--- src/rtl/plot_arbiter.sv ---
// plot_arbiter: shares the VGA-adapter write port between snake, food and a screen-clear sweeper.
// Latency: an accepted pixel, or a sweep pixel, reaches vga_* with vga_plot=1 on the next clock edge.
// Backpressure: requesters hold req until gnt; no grants while clearing; at most one pixel per cycle.
// Optional build macro PLOT_BORDER_EN: the clear sweep paints edge pixels 3'b111 to draw the arena wall.
module plot_arbiter #(
   parameter int         SCREEN_W  = 160,
   parameter int         SCREEN_H  = 120,
   parameter logic [2:0] BG_COLOUR = 3'b000
) (
   input  logic       clk,
   input  logic       rst,
   input  logic       clear_start,
   output logic       clear_done,
   input  logic       snake_req,
   input  logic [7:0] snake_x,
   input  logic [6:0] snake_y,
   input  logic [2:0] snake_colour,
   output logic       snake_gnt,
   input  logic       food_req,
   input  logic [7:0] food_x,
   input  logic [6:0] food_y,
   input  logic [2:0] food_colour,
   output logic       food_gnt,
   output logic       busy,
   output logic [7:0] vga_x,
   output logic [6:0] vga_y,
   output logic [2:0] vga_colour,
   output logic       vga_plot
);

   typedef enum logic {ST_RUN, ST_CLEAR} state_t;
   typedef enum logic {GRANT_SNAKE, GRANT_FOOD} grant_t;

   localparam logic [7:0] X_LAST = 8'(SCREEN_W - 1);
   localparam logic [6:0] Y_LAST = 7'(SCREEN_H - 1);

   state_t     state_q, state_d;
   grant_t     last_grant_q, last_grant_d;
   logic [7:0] cx_q, cx_d;
   logic [6:0] cy_q, cy_d;
   logic [7:0] vga_x_q, vga_x_d;
   logic [6:0] vga_y_q, vga_y_d;
   logic [2:0] vga_colour_q, vga_colour_d;
   logic       vga_plot_q, vga_plot_d;
   logic       clear_done_q, clear_done_d;

   logic       snake_win;
   logic       food_win;
   logic       sweep_last;
   logic [2:0] sweep_colour;

   // Round-robin grant decision; silent in reset, while clearing, and when a clear is being started.
   always_comb begin
      snake_win = 1'b0;
      food_win  = 1'b0;
      if (rst && (state_q == ST_RUN) && !clear_start) begin
         if (snake_req && food_req) begin
            if (last_grant_q == GRANT_FOOD) begin
               snake_win = 1'b1;
            end else begin
               food_win = 1'b1;
            end
         end else if (snake_req) begin
            snake_win = 1'b1;
         end else if (food_req) begin
            food_win = 1'b1;
         end
      end
   end

   assign snake_gnt = snake_win;
   assign food_gnt  = food_win;
   assign busy      = (state_q == ST_CLEAR);

   assign sweep_last = (cx_q == X_LAST) && (cy_q == Y_LAST);

   // Colour of the pixel the sweep issues this cycle.
   always_comb begin
      sweep_colour = BG_COLOUR;
`ifdef PLOT_BORDER_EN
      if ((cx_q == 8'd0) || (cx_q == X_LAST) || (cy_q == 7'd0) || (cy_q == Y_LAST)) begin
         sweep_colour = 3'b111;
      end
`else
      sweep_colour = BG_COLOUR;
`endif
   end

   // Next-state: mode transitions, sweep raster counters and the pixel presented to the adapter.
   always_comb begin
      state_d      = state_q;
      last_grant_d = last_grant_q;
      cx_d         = cx_q;
      cy_d         = cy_q;
      vga_x_d      = vga_x_q;
      vga_y_d      = vga_y_q;
      vga_colour_d = vga_colour_q;
      vga_plot_d   = 1'b0;
      clear_done_d = 1'b0;
      case (state_q)
         ST_RUN: begin
            if (clear_start) begin
               state_d = ST_CLEAR;
               cx_d    = 8'd0;
               cy_d    = 7'd0;
            end else if (snake_win) begin
               vga_x_d      = snake_x;
               vga_y_d      = snake_y;
               vga_colour_d = snake_colour;
               vga_plot_d   = 1'b1;
               last_grant_d = GRANT_SNAKE;
            end else if (food_win) begin
               vga_x_d      = food_x;
               vga_y_d      = food_y;
               vga_colour_d = food_colour;
               vga_plot_d   = 1'b1;
               last_grant_d = GRANT_FOOD;
            end
         end
         ST_CLEAR: begin
            if (clear_start) begin
               // Abort: rewind to the origin; the new sweep's first pixel goes out next cycle.
               cx_d = 8'd0;
               cy_d = 7'd0;
            end else begin
               vga_x_d      = cx_q;
               vga_y_d      = cy_q;
               vga_colour_d = sweep_colour;
               vga_plot_d   = 1'b1;
               if (sweep_last) begin
                  state_d      = ST_RUN;
                  cx_d         = 8'd0;
                  cy_d         = 7'd0;
                  clear_done_d = 1'b1;
               end else if (cx_q == X_LAST) begin
                  cx_d = 8'd0;
                  cy_d = cy_q + 7'd1;
               end else begin
                  cx_d = cx_q + 8'd1;
               end
            end
         end
         default: begin
            state_d = ST_RUN;
         end
      endcase
   end

   // State, counters and all adapter-facing outputs are registered here.
   always_ff @(posedge clk or negedge rst) begin
      if (!rst) begin
         state_q      <= ST_RUN;
         last_grant_q <= GRANT_FOOD;
         cx_q         <= 8'd0;
         cy_q         <= 7'd0;
         vga_x_q      <= 8'd0;
         vga_y_q      <= 7'd0;
         vga_colour_q <= 3'd0;
         vga_plot_q   <= 1'b0;
         clear_done_q <= 1'b0;
      end else begin
         state_q      <= state_d;
         last_grant_q <= last_grant_d;
         cx_q         <= cx_d;
         cy_q         <= cy_d;
         vga_x_q      <= vga_x_d;
         vga_y_q      <= vga_y_d;
         vga_colour_q <= vga_colour_d;
         vga_plot_q   <= vga_plot_d;
         clear_done_q <= clear_done_d;
      end
   end

   assign vga_x      = vga_x_q;
   assign vga_y      = vga_y_q;
   assign vga_colour = vga_colour_q;
   assign vga_plot   = vga_plot_q;
   assign clear_done = clear_done_q;

endmodule

--- config.mk ---
export PLATFORM = sky130hd
export DESIGN_NAME = plot_arbiter
export DESIGN_NICKNAME = d
export VERILOG_FILES = /design/src/rtl/plot_arbiter.sv
export SDC_FILE = /design/constraint.sdc
export NUM_CORES = 1
export LEC_CHECK = 0
export CELL_PAD_IN_SITES_DETAIL_PLACEMENT = 1
export CELL_PAD_IN_SITES_GLOBAL_PLACEMENT = 1
export CORE_MARGIN = 8
export CORE_UTILIZATION = 34
export DETAILED_ROUTE_END_ITERATION = 10
export GPL_TIMING_DRIVEN = 0
export PLACE_DENSITY_LB_ADDON = 0.1
export SLEW_MARGIN = 15
export SYNTH_ARGS = -nofsm -noshare
export SYNTH_HDL_FRONTEND = slang
export SYNTH_SLANG_ARGS = --single-unit
--- constraint.sdc ---
create_clock -name clk -period 1.8 [get_ports clk]
set_input_delay 0.45 -clock clk [delete_from_list [all_inputs] [get_ports clk]]
set_output_delay 0.45 -clock clk [all_outputs]
set_load 0.05 [all_outputs]
; Yosys cells after proc, flatten, opt, wreduce, memory -nomap -nowiden
; Index checks and enable logic that the tools add are counted.
[classes]
mux = 48
n_addsub = 2
bitwise = 2
reduce_logical = 9
eq_ne = 7
[ops]
columns = operator, n
row1 = 8-bit two-way mux, 8
row2 = 7-bit two-way mux, 8
row3 = 8-bit one-hot mux with 2 select lines, 2
row4 = 7-bit one-hot mux with 2 select lines, 2
row5 = 1-bit two-way mux, 21
row6 = 3-bit two-way mux, 4
row7 = 8-bit by 1-bit adder with 8-bit output (second input constant), 1
row8 = 8-bit equality test (second input constant), 1
row9 = 7-bit by 1-bit adder with 7-bit output (second input constant), 1
row10 = 7-bit equality test (second input constant), 1
row11 = 2-bit != test (second input constant), 3
row12 = 3-bit one-hot mux with 2 select lines, 1
row13 = 3-bit AND reduction, 2
row14 = 1-bit logical AND, 4
row15 = 4-bit by 2-bit != test with 1-bit output (second input constant), 1
row16 = 1-bit one-hot mux with 2 select lines, 2
row17 = 3-bit != test (second input constant), 1
row18 = 1-bit NOT, 2
row19 = 2-bit AND reduction, 1
row20 = 2-bit nonzero test, 1
row21 = 1-bit zero test, 1
[totals]
in_bits = 41
out_inout_bits = 23
wordCells = 77
register_bits = 37

; Logic depth before layout (Yosys ltp)
[depth]
depth_word = 8
depth_mapped = 7
mapped_depth_nobuf = 5

; Worst setup path after synthesis
; Ideal clock, no wire load.
[synth_timing]
kind = reg-to-output
start = register state_q, in the netlist busy
end = output food_gnt
path_stages_with_launch = 4
t_required_ns = 1.350
slack_ns = -0.412
arrival_time_ns = 1.762
path_buffers = 0
path_cell_list = dfrtp_1 nor3b_2 nand2_1 a21oi_1
[synth_via]
elab_chain_len = 4
[synth_lines]
columns = element, line_no
row1 = start: declaration, 37  ; state_t state_q, state_d;
row2 = start signal: assignment, 162  ; state_q <= state_d;
row3 = 1-bit NOT (no source line), -
row4 = 1-bit logical AND (2 in a row), 56  ; if (rst && (state_q == ST_RUN) && !clear_start) begin
row5 = 1-bit two-way mux, 56
row6 = end: declaration, 23  ; output logic food_gnt,
; Every way passes these cells.

; Worst setup path after layout
[layout_timing]
start = register state_q, in the netlist busy
end = output snake_gnt
[layout_via]
elab_chain_len = 4
[layout_lines]
columns = element, line_no
row1 = 1-bit NOT (no source line), -
row2 = 1-bit logical AND (2 in a row), 56
row3 = 1-bit two-way mux, 56
row4 = end: declaration, 18  ; output logic snake_gnt,
; Every way passes these cells.

==> key figures <==
Finish
  – Share of post-route cells with drive strength above 1: 16.4%
  – Antenna fix cells: 0
  – Layout area overhead: 48.7%
  – Final non-filler cell area: 2910 um^2
  – Final design utilization: 52.4%
  – Nets: 311

Timing
  – Slew Viols, Final: 0
  – Worst slew margin: about two thirds
  – Endpoints failing setup: 2
  – PnR worst setup slack: -0.114 ns
  – Worst-margin pin slew: 0.530 ns
  – Worst Skew: 0.0114 ns
  – RSZ-0062 raised after global routing: true
  – Fin crit share: 106%
  – Min Tclk post-route: 1.91 ns
  – Fmax: 522 MHz
  – Final Hold Viols: 0

CTS
  – Clock root cell: clkbuf_8
  – CTS tree: built
  – CTS sink cnt: 37
  – Clock transition at path regs: 0.08 ns
  – CTS buffer count: 5
  – Clk_lat worst skew: 0.29 ns
  – Maximum buffer depth of the clock tree: 2
  – H-tree depth: 2

Logic synthesis
  – Top FF cell, synth: dfrtp_1
  – Syn_nets: 231
  – Avg Cell Area, Syn: 10.4 um^2
  – Ys Warns: 0
  – Synthesized area: 1950 um^2
  – #FFs+latches synth: 37
  – Post-synth EDFFs: 0
  – Async set-or-reset flop fraction in the synthesized netlist: between 90% and 100%
  – Unique cell type count in the Yosys netlist: 40
  – Seq/Total Area, Yosys: 47.4%
  – Syn Inst Count: 188

Drt
  – DRT antenna net count: 0
  – Routed WL: 6120 um
  – DR vias/cell: 5.21
  – Drt wl/cell: between 15 and 20 um
  – DR vias: 1,778
  – Drt pass-1 iters: 4
  – First DRT Iteration DRCs: 57
  – Residual DRC: 0

Global route
  – Antenna violations before repair: 0
  – Largest net degree at the start of global routing: 16
  – First-pass GRT wire length: roughly 10,000 um
  – All-layer global routing usage: about 15%
  – GR Overflow Total: 0
  – Vias in the first global route: 1,887

Place
  – GP Congestion: approximately 0.76
  – Dpl cell area: 2700 um^2
  – Final HPWL DP: 4560 um
  – I/O Buffers: 62
  – Place WS: -1.23 ns

Floorplan
  – Site Rows: 27
  – Die Y: 91.8 um
  – IO Count: 64
  – Initial core utilization: 35.3%
  – Die area: 8430 um^2
  – Die Width: 91.8 um
  – Core area: ~5500 um^2

Setup path
  – Worst setup EP type: primary output
  – Crit path launch type: flip-flop
  – Worst setup path class: flip-flop to primary output
  – Worst endpoint required time: 1.35 ns
  – CP arrival: about 1.5 ns
  – Crit-path max FO: 4

Status
  – Failing checks: setup timing
  – Outcome: finished, violations left

Power and ir drop
  – Overall power: 1.74 mW
  – LEAKAGE: 1.40 nW
  – Worst vdd ir: around 0.00034 V
  – Pwr Density: 598 nW/um^2

Run
  – Max Cap Viol: 0

Min path
  – Min-delay worst type: input pin to asynchronous set/reset pin
[through the flow]
step                      cells  setup TNS (ns)  hold slack (ns)
after global placement      322          -65.14            0.479
after detailed placement    323           -8.47            0.337
after CTS                   340          -0.265            0.191
after floorplan             188         -0.0328            0.154
after global routing        341          -0.309            0.196
final                       341          -0.177            0.199
[worst paths after layout]
check,slack (ns),cells after the start,startpoint,to
worst max register to register,0.08,5,cy_q[0]$_DFFE_PN0P_,busy$_DFF_PN0_
min in group clk,0.36,2,clear_start,cy_q[4]$_DFFE_PN0P_
worst min-delay path,0.20,3,rst,busy$_DFF_PN0_
worst max-delay path,-0.11,5,busy$_DFF_PN0_,snake_gnt
worst min register to register,0.50,2,vga_colour[1]$_DFFE_PN0P_,vga_colour[1]$_DFFE_PN0P_
max in group asynchronous,0.85,2,rst,cx_q[7]$_DFFE_PN0P_
[placed cells by master, fill, tap and decap left out, types with 2 or more instances in the layout]
cell	count
clkdlybuf4s50_1	36
dfrtp_1	33
dlygate4sd2_1	23
mux2i_1	20
o21ai_0	19
nand2_1	14
nand3_1	11
a22oi_1	11
a21oi_1	9
buf_4	9
nor2_1	8
clkbuf_1	6
clkbuf_8	6
o211ai_1	4
nand2b_1	3
buf_6	3
inv_1	3
o21ai_1	3
xor2_1	3
nor3_1	3
dfrtp_2	3
buf_8	2
buf_12	2
o21a_1	2
a311oi_1	2
[worst max-delay path: stages, from the launching register on]
cell,delay [ns]
dfrtp_2,0.44
nor3b_4,0.20
nand3_2,0.16
buf_12,0.17
clkinvlp_4,0.06
buf_8,0.13
[power breakdown]
part	leakage, nW	internal, mW	switching (mW)	total [mW]
registers	0.497	0.853	0.0196	0.873
clock network	0.0455	0.313	0.285	0.598
logic	0.862	0.139	0.127	0.267
total	1.40	1.31	0.432	1.74
[timing repair]
item,in CTS,in global routing
buffers inserted,7,2
gates resized for setup,43,6
gates cloned,1,0
pin swaps,2,3
endpoints found under the hold margin,9,0
setup endpoints to repair,34,7
hold buffers,1,0
[kinds of logic after synthesis]
| logic type | count (synthesis) | synth area share [%] |
|---|---|---|
| xor gates and xnor gates | 4 | 1.79 |
| adders and majority gates | 2 | 1.28 |
| DFF | 37 | 47.4 |
| buffers and inverters | 14 | 4.29 |
| muxes | 20 | 10.2 |
| AOI/OAI and AO/OA | 56 | 17.9 |
| and+or+nand+nor | 55 | 17.1 |
[state kept, by name, summed over array words and instances, names as in the netlist]
| signal | count |
|---|---|
| cx_q | 8 |
| vga_x | 8 |
| cy_q | 7 |
| vga_y | 7 |
| vga_colour | 3 |
| busy | 1 |
| clear_done | 1 |
| last_grant_q | 1 |
| vga_plot | 1 |
[layer usage]
| layer | global-route usage, % | vias up | routed length (um) |
|---|---|---|---|
| li1 | - | 855 | - |
| met1 | 16.7 | 875 | 2470 |
| met5 | 0 | - | 0 |
| met3 | 5.22 | 2 | 368 |
| met4 | 2.82 | 0 | 24 |
| met2 | 26.7 | 46 | 3250 |
[cell type report]
type,count,area [um^2]
timing repair buffer,74,729
multi-input combinational,137,975
tap,72,90.1
fill,662,2640
clock buffer,8,90.1
sequential,37,931
inverter,4,18.8
buffer,9,71.3
[synthesized netlist by cell type (all sizes together) (4+ instances only)]
master	n	share of area (%)
a22oi	11	4.2
inv	4	0.77
nand3	12	3.1
buf	5	2.6
clkbuf	5	0.96
nor2	10	2.3
mux2i	20	10
nand2	15	2.9
o211ai	4	1.5
o21ai	22	5.6
a21oi	10	2.6
dfrtp	36	46
Power figures use the tool's default switching activity.
